`config.mk`:
```
export PLATFORM = sky130hd
export DESIGN_NAME = branch_resolve_predict
export DESIGN_NICKNAME = d
export VERILOG_FILES = /design/src/rtl/branch_resolve_predict.sv
export SDC_FILE = /design/constraint.sdc
export NUM_CORES = 1
export LEC_CHECK = 0
export ABC_CLOCK_PERIOD_IN_PS = 12800
export BUFFER_PORTS_ARGS = -buffer_cell sky130_fd_sc_hd__buf_2
export CAP_MARGIN = 20
export CORE_ASPECT_RATIO = 0.6
export CORE_UTILIZATION = 45
export DETAILED_ROUTE_END_ITERATION = 10
export GPL_TIMING_DRIVEN = 0
export MAX_ROUTING_LAYER = met4
export PLACE_DENSITY = 0.66
export SKIP_CTS_REPAIR_TIMING = 1
export SKIP_LAST_GASP = 1
export SYNTH_ARGS = -nofsm -noshare
export SYNTH_HDL_FRONTEND = slang
export SYNTH_SLANG_ARGS = --single-unit
export TNS_END_PERCENT = 10
```
`constraint.sdc`:
```
create_clock -name clk -period 12.8 [get_ports clk]
set_clock_uncertainty 0.05 [all_clocks]
set_input_delay 0.64 -clock clk [delete_from_list [all_inputs] [get_ports clk]]
set_output_delay 0.64 -clock clk [all_outputs]
set_load 0.01 [all_outputs]
```
`src/rtl/branch_resolve_predict.sv`:
```
`default_nettype none
// ============================================================================
// Module : branch_resolve_predict
// Brief  : EX-stage branch resolution, 2-bit BHT prediction, flush/redirect
//          and saturating branch/mispredict statistics.
// Rev    : 1.0  initial release
// ============================================================================
module branch_resolve_predict #(
    parameter int         XLEN      = 32,
    parameter int         BHT_DEPTH = 64,
    parameter logic [1:0] CNT_INIT  = 2'b01,
    parameter int         STAT_W    = 32
) (
    input  logic              clk,
    input  logic              reset,
    input  logic [XLEN-1:0]   if_pc,
    output logic              if_pred_taken,
    input  logic              ex_valid,
    input  logic [2:0]        ex_branch_sel,
    input  logic              ex_unsigned,
    input  logic              Z,
    input  logic              N,
    input  logic              C,
    input  logic [XLEN-1:0]   ex_pc,
    input  logic              ex_pred_taken,
    input  logic [XLEN-1:0]   ex_target,
    output logic              MPC,
    output logic              JALR,
    output logic              flush,
    output logic [XLEN-1:0]   redirect_pc,
    output logic [STAT_W-1:0] br_count,
    output logic [STAT_W-1:0] mispred_count
);

    localparam int         IDX_W     = $clog2(BHT_DEPTH);
    localparam logic [2:0] c_SEL_EQ  = 3'd2;
    localparam logic [2:0] c_SEL_NE  = 3'd3;
    localparam logic [2:0] c_SEL_LT  = 3'd4;
    localparam logic [2:0] c_SEL_GE  = 3'd5;
    localparam logic [2:0] c_SEL_JAL = 3'd6;
    localparam logic [2:0] c_SEL_JALR = 3'd7;

    logic [1:0]        w_bht [BHT_DEPTH];
    logic [IDX_W-1:0]  w_if_idx;
    logic [IDX_W-1:0]  w_ex_idx;
    logic              w_cond;
    logic              w_is_cond;
    logic              w_eff;
    logic              w_mp;
    logic              w_upd;
    logic [1:0]        w_cnt_cur;
    logic [1:0]        w_cnt_nxt;

    logic              flush_q, flush_d;
    logic [XLEN-1:0]   redirect_q, redirect_d;
    logic [STAT_W-1:0] br_q, br_d;
    logic [STAT_W-1:0] mp_q, mp_d;

    assign w_if_idx      = if_pc[IDX_W+1:2];
    assign w_ex_idx      = ex_pc[IDX_W+1:2];
    assign if_pred_taken = w_bht[w_if_idx][1];

    always_comb begin
        w_cond = 1'b0;
        case (ex_branch_sel)
            c_SEL_EQ:   w_cond = Z;
            c_SEL_NE:   w_cond = ~Z;
            c_SEL_LT:   w_cond = ex_unsigned ? ~C : N;
            c_SEL_GE:   w_cond = ex_unsigned ? C : ~N;
            c_SEL_JAL:  w_cond = 1'b1;
            c_SEL_JALR: w_cond = 1'b1;
            default:    w_cond = 1'b0;
        endcase
    end

    assign MPC       = ex_valid & w_cond;
    assign JALR      = (ex_branch_sel == c_SEL_JALR);
    assign w_is_cond = (ex_branch_sel >= c_SEL_EQ) && (ex_branch_sel <= c_SEL_GE);
    // The instruction in EX while a flush is out is wrong-path and must be inert.
    assign w_eff     = ex_valid & ~flush_q;
    assign w_upd     = w_eff & w_is_cond;

    always_comb begin
        w_mp = 1'b0;
        if (w_is_cond) begin
            w_mp = (MPC != ex_pred_taken);
        end else if (ex_branch_sel == c_SEL_JAL) begin
            w_mp = ~ex_pred_taken;
        end else if (ex_branch_sel == c_SEL_JALR) begin
            w_mp = 1'b1;
        end
    end

    assign w_cnt_cur = w_bht[w_ex_idx];

    always_comb begin
        w_cnt_nxt = w_cnt_cur;
        if (MPC) begin
            if (w_cnt_cur != 2'b11) w_cnt_nxt = w_cnt_cur + 2'b01;
        end else begin
            if (w_cnt_cur != 2'b00) w_cnt_nxt = w_cnt_cur - 2'b01;
        end
    end

    generate
        for (genvar i = 0; i < BHT_DEPTH; i++) begin : g_bht
            logic [1:0] cnt_q;
            always_ff @(posedge clk or posedge reset) begin
                if (reset) begin
                    cnt_q <= CNT_INIT;
                end else if (w_upd && (w_ex_idx == IDX_W'(i))) begin
                    cnt_q <= w_cnt_nxt;
                end
            end
            assign w_bht[i] = cnt_q;
        end
    endgenerate

    always_comb begin
        flush_d    = w_eff & w_mp;
        redirect_d = redirect_q;
        br_d       = br_q;
        mp_d       = mp_q;
        if (flush_d) begin
            redirect_d = MPC ? ex_target : (ex_pc + XLEN'(4));
        end
        if (w_upd && (br_q != {STAT_W{1'b1}})) begin
            br_d = br_q + STAT_W'(1);
        end
        if (flush_d && (mp_q != {STAT_W{1'b1}})) begin
            mp_d = mp_q + STAT_W'(1);
        end
    end

    always_ff @(posedge clk or posedge reset) begin
        if (reset) begin
            flush_q    <= 1'b0;
            redirect_q <= '0;
            br_q       <= '0;
            mp_q       <= '0;
        end else begin
            flush_q    <= flush_d;
            redirect_q <= redirect_d;
            br_q       <= br_d;
            mp_q       <= mp_d;
        end
    end

    assign flush         = flush_q;
    assign redirect_pc   = redirect_q;
    assign br_count      = br_q;
    assign mispred_count = mp_q;

endmodule
`default_nettype wire

```
; After elaboration in Yosys (flattened, before gate mapping)
; Cells that the tools add are included.
[word_totals]
output_inout_bits = 100
regBits = 225
[op_classes]
addsub = 5
bitwise_logic = 11
order_cmp = 4
mux = 16
reduce_logical = 70
eq_ne = 73
[op_table]
columns = cell, count
row1 = $eq A6 B6 Y1 const B, 32
row2 = $eq A6 B5 Y1 const B, 16
row3 = $logic_and A1 B1 Y1, 67
row4 = $add A32 B1 Y32 const B, 2
row5 = $ne A32 B32 Y1 const B, 2
row6 = $eq A6 B4 Y1 const B, 8
row7 = $add A32 B3 Y32 const B, 1
row8 = $mux W32, 1
row9 = $bmux W2 S6, 2
row10 = $eq A6 B3 Y1 const B, 4
row11 = $ge A7 B7 Y1 const B, 2
row12 = $mux W2, 7
row13 = $not A6 Y7, 2
row14 = $eq A3 B3 Y1 const B, 4
row15 = $eq A6 B2 Y1 const B, 2
row16 = $eq A3 B2 Y1 const B, 2
row17 = $eq A6 B1 Y1 const B, 1
row18 = $logic_not A6 Y1, 1
row19 = $mux W1, 5
row20 = $not A1 Y1, 5
row21 = $pmux W1 S5, 1
row22 = $and A1 B1 Y1, 4
row23 = $ge A3 B2 Y1 const B, 1
row24 = $le A3 B3 Y1 const B, 1
row25 = 6 further kinds, 6

; Logic depth before layout (Yosys ltp)
[logic_depth]
word_depth = 8
mapped_depth = 10
ltp_nobuf = 8

; Least setup slack after synthesis
; OpenSTA, ideal clock, no wires.
[synth_timing]
kind = in2out
startpoint = input port if_pc[2]
endpoint = output port if_pred_taken
slack_ns = 9.030
t_required_ns = 12.110
n_path_buf = 2
arrival_ns = 3.080
path_stages = 5
cell_sequence = clkbuf_1 -> buf_1 -> mux4_2 -> mux4_2 -> mux4_2
[synth_between]
elab_chain_len = 4
[synth_rtl]
columns = item, line
row1 = start: declaration, 16  ; input logic [XLEN-1:0] if_pc,
row2 = $not A6 Y7 (implied by the code), 61  ; assign if_pred_taken = w_bht[w_if_idx][1];
row3 = $bmux W2 S6, 61
row4 = $mux W2 (implied by the code) (2 in series), 61
row5 = end: declaration, 17  ; output logic if_pred_taken,
; No other way between the ends. The select of a mux whose other input is x is not followed.

; Worst setup path after layout
; Same ends and word-level chain as after synthesis.

==> out/summary.txt <==
CLOCK TREE
-----------------------------------------------------------------------------------------------------------------
Clock tree root buffer cell                                                                             clkbuf_16
Cts bufs inserted                                                                                              23
Clock tree buffer depth                                                                                         3
Maximum level of the CTS H-tree                                                                                 1
Clock sink count                                                                                              225
Clock transition at the register clock pins on the worst setup and hold paths after CTS                   0.07 ns
Clock insertion delay at the later pin of the skew report                                                 0.55 ns
TritonCTS clock tree                                                                                          yes

CRITICAL PATH
-----------------------------------------------------------------------------------------------------------------
Depth of the worst register-to-register path                                                                    8
CP arrival                                                                                                3.93 ns
Crit Path Category                                                                                   input port to primary output
Crit Path Max Fanout                                                                                           10
Slack of the worst reg-to-reg path                                                                        9.57 ns
Startpoint type of the worst setup path                                                                input port
Critical Path Sink Type                                                                              primary output
WP data required                                                                                         12.11 ns

TIMING
-----------------------------------------------------------------------------------------------------------------
Accumulated negative setup slack                                                                             0 ns
Max Slew Vio Count                                                                                              0
Share of the clock period used by the worst path                                                            36.1%
Actual slew at the worst max-slew pin                                                                     1.07 ns
RSZ-0062 raised after global routing                                                                           no
Final hold viol count                                                                                           0
Peak clock frequency supported by timing                                                                0.216 GHz
Tmin final                                                                                                4.62 ns
Final count of negative-setup-slack endpoints                                                                   0
Fin worst setup slack                                                                                     8.18 ns
Relative max-transition margin                                                                              28.7%

LAYOUT
-----------------------------------------------------------------------------------------------------------------
Final-layout fill cell count                                                                                2,350
Register area                                                                                            5710 um2
Multi-input logic area                                                                                   5810 um2
Count of nets after finishing                                                                               1,486
Fraction of layout instances using a drive strength above 1                                                 26.5%
Layout area overhead                                                                                        17.9%

GRT
-----------------------------------------------------------------------------------------------------------------
First-pass GRT wire length                                                                              55,900 um
GRT met1 Usage                                                                                              42.9%
Vias in the first global route                                                                              9,508
Pin count of the biggest net entering global routing                                                           95
Initial antenna violation count                                                                                 1
Busiest metal layer after global routing                                                                     met1
Grt met2 use                                                                                                35.1%
Global route total overflow                                                                                     0
Global router's overall resource usage                                                                      27.7%
GR met3 Demand/Resource                                                                                     8.70%

POWER AND IR DROP
-----------------------------------------------------------------------------------------------------------------
Switching part of the total                                                                                 30.3%
Internal Pwr Total                                                                                        1.32 mW
NetSw                                                                                                    0.575 mW
Sequential power share                                                                                      45.4%
Power density relative to cell area                                                                    134 nW/um2
Part of the total power dissipated in the clock network                                                     36.1%
Maximum vdd ir drop                                                                                   0.0000921 V
Gate power share                                                                                            18.5%
Pleak                                                                                                     6.04 nW

SYNTHESIS
-----------------------------------------------------------------------------------------------------------------
Proportion of synthesized chip area in sequential cells                                                     47.8%
Number of different library cells in the post-synthesis netlist                                                46
Fraction of the mapped netlist area in simple logic gates                                                   18.2%
Number of nets produced by synthesis                                                                        1,283
Number of synthesized register bits                                                                           225
Number of synthesized flops with an enable pin                                                                  0
Yosys synthesis warning count                                                                                   0
Post-Syn Area                                                                                          11,900 um2
Proportion of synthesized area in mux cells                                                                 11.3%
Synthesized-area fraction occupied by xor and xnor cells                                                    6.74%
Share of synthesized registers carrying an async set or reset                                                100%
Cells after synthesis                                                                                       1,170
Arithmetic-cell share of the synthesized area counting full adders, half adders and majority gates         0.817%
Compound-gate portion of the synthesized area                                                               11.6%
Most frequently used flop master after synthesis                                                          dfrtp_1
Largest family of logic cells by synthesized area                                                    simple AND/OR/NAND/NOR gates
Synthesized area per cell                                                                                10.2 um2

ROUTE
-----------------------------------------------------------------------------------------------------------------
DRC marker count from the first detailed-route iteration                                                    1,079
Length of the first detailed-routing pass in iterations                                                         6
Number of DRC violations after detailed routing                                                                 0
Routed via count divided by cell count                                                                       5.79
Drt total wl                                                                                            36,100 um
Detailed-route wire length per cell                                                                       20.7 um
Count of vias placed by the detailed router                                                                10,097
Antenna-violating nets left                                                                                     0

DIE
-----------------------------------------------------------------------------------------------------------------
Die area                                                                                               27,200 um2
Standard-cell rows                                                                                             45
Core Box Area                                                                                          25,700 um2
Width of the die                                                                                           212 um
Initial Utilization                                                                                         46.5%
Vertical die dimension                                                                                     128 um
IO Count                                                                                                      207

PLACED DESIGN
-----------------------------------------------------------------------------------------------------------------
Gpl congestion                                                                                              0.981
Detailed Place HPWL                                                                                     27,000 um
Count of buffers inserted at the top-level ports                                                              176
Setup slack after placement                                                                               8.21 ns

OUTCOME
-----------------------------------------------------------------------------------------------------------------
Result of the run                                                                                    complete, no violations

HOLD PATH
-----------------------------------------------------------------------------------------------------------------
Hold/Removal Path Class                                                                              input port to asynchronous set/reset pin

RUN
-----------------------------------------------------------------------------------------------------------------
# Max-Cap Violations                                                                                            0

synthesized netlist by cell type, drive strengths merged (6+ instances only):
master / number / area share [%]
o31ai: 32 / 2.5
dfstp: 64 / 14
and4: 6 / 0.44
nor2: 31 / 0.97
clkbuf: 58 / 1.8
nand2: 189 / 5.9
buf: 22 / 1.2
mux2i: 13 / 1.1
xnor2: 39 / 2.9
dfrtp: 161 / 34
mux4: 53 / 10
nand2b: 7 / 0.37
nand4: 72 / 3.8
inv: 17 / 0.53
nor3: 31 / 1.3
nor2b: 11 / 0.58
and3: 12 / 0.63
xor2: 53 / 3.9
and2: 8 / 0.42
o21ai: 182 / 7.6
nor4: 11 / 0.63
ha: 6 / 0.63
o22ai: 14 / 0.73
nand3: 38 / 1.6
power groups by stage:
stage | clock network [mW] | logic (mW) | registers (mW)
after CTS | 0.695 | 0.348 | 0.859
after global placement | 0 | 0.340 | 0.868
after global routing | 0.725 | 0.384 | 0.870
final | 0.685 | 0.350 | 0.860
after floorplan | 0 | 0.184 | 0.881
after detailed placement | 0 | 0.347 | 0.870
registers in the layout, summed over array words and instances, names as in the netlist:
signal	cells
g_bht.cnt_q	128
br_count	32
redirect_pc	32
flush	1
mispred_count	32
critical path, stage by stage:
cell	delay, ns
clkbuf_1	0.60
buf_1	0.86
mux4_2	0.66
mux4_2	0.50
mux4_2	0.50
buf_2	0.16
stage by stage:
step / hold WS, ns / std cells / utilization, % / power [mW] / cell area [um2]
after floorplan: 0.392 / 1170 / - / 1.06 / 11900
after global placement: 0.410 / 1698 / 51.7 / 1.21 / 13300
after detailed placement: 0.415 / 1700 / 51.9 / 1.22 / 13300
after CTS: 0.0730 / 1742 / 54.9 / 1.90 / 14100
after global routing: 0.101 / 1743 / 54.9 / 1.98 / 14100
final: 0.0621 / 1743 / 54.9 / 1.89 / 14100
cell type report:
cell class,count,area share (%)
clock buffer,33,4.78
tap,352,3.13
timing repair buffer,178,6.64
clock inverter,9,0.568
buffer,80,2.60
multi-input combinational,848,41.2
antenna,1,0.0178
sequential,225,40.5
inverter,17,0.506
path summary, 6_finish.rpt:
path,startpoint,to
min reg2reg,redirect_pc[8],redirect_pc[8]
min in group clk,ex_target[29],redirect_pc[29]
max in group asynchronous,reset,g_bht[40].cnt_q[0]
max,if_pc[2],if_pred_taken
max reg2reg,mispred_count[7],mispred_count[23]
min,reset,flush
cells in the final DEF, fill, tap and decap left out, types with 4 or more instances in the layout:
master     count
and4_1         6
o31ai_2       12
buf_1          7
xor2_1        53
mux2i_1       13
clkbuf_1      62
ha_1           6
and2_1         8
o31ai_1       20
nand3_1       38
nor2_1        31
buf_6          4
buf_2        183
o22ai_1       14
clkinv_2       5
nor2b_1       11
nor4_1        10
clkbuf_16     23
xnor2_1       39
o21ai_0      182
nand3b_1       4
inv_1         16
or3_1          5
nand4_1       72
dfstp_2       64
nand2_1      189
mux4_2        51
clkbuf_8       6
dfrtp_1      161
nor3_1        31
nor4b_1        5
and3_1        12
nand2b_1       7
a21oi_1        5
per-layer routing:
layer	vias up	part of all wire [%]
met2	453	40
met4	0	1.4
met1	4946	48
li1	4654	-
met5	-	0
met3	44	11
logic make-up after synthesis:
logic type / after synthesis
simple gates: 440
compound gates: 240
flops: 225
buf+inv: 97
xor+xnor: 92
mux: 68
fa+ha+maj: 8
Power figures use the tool's default switching activity.
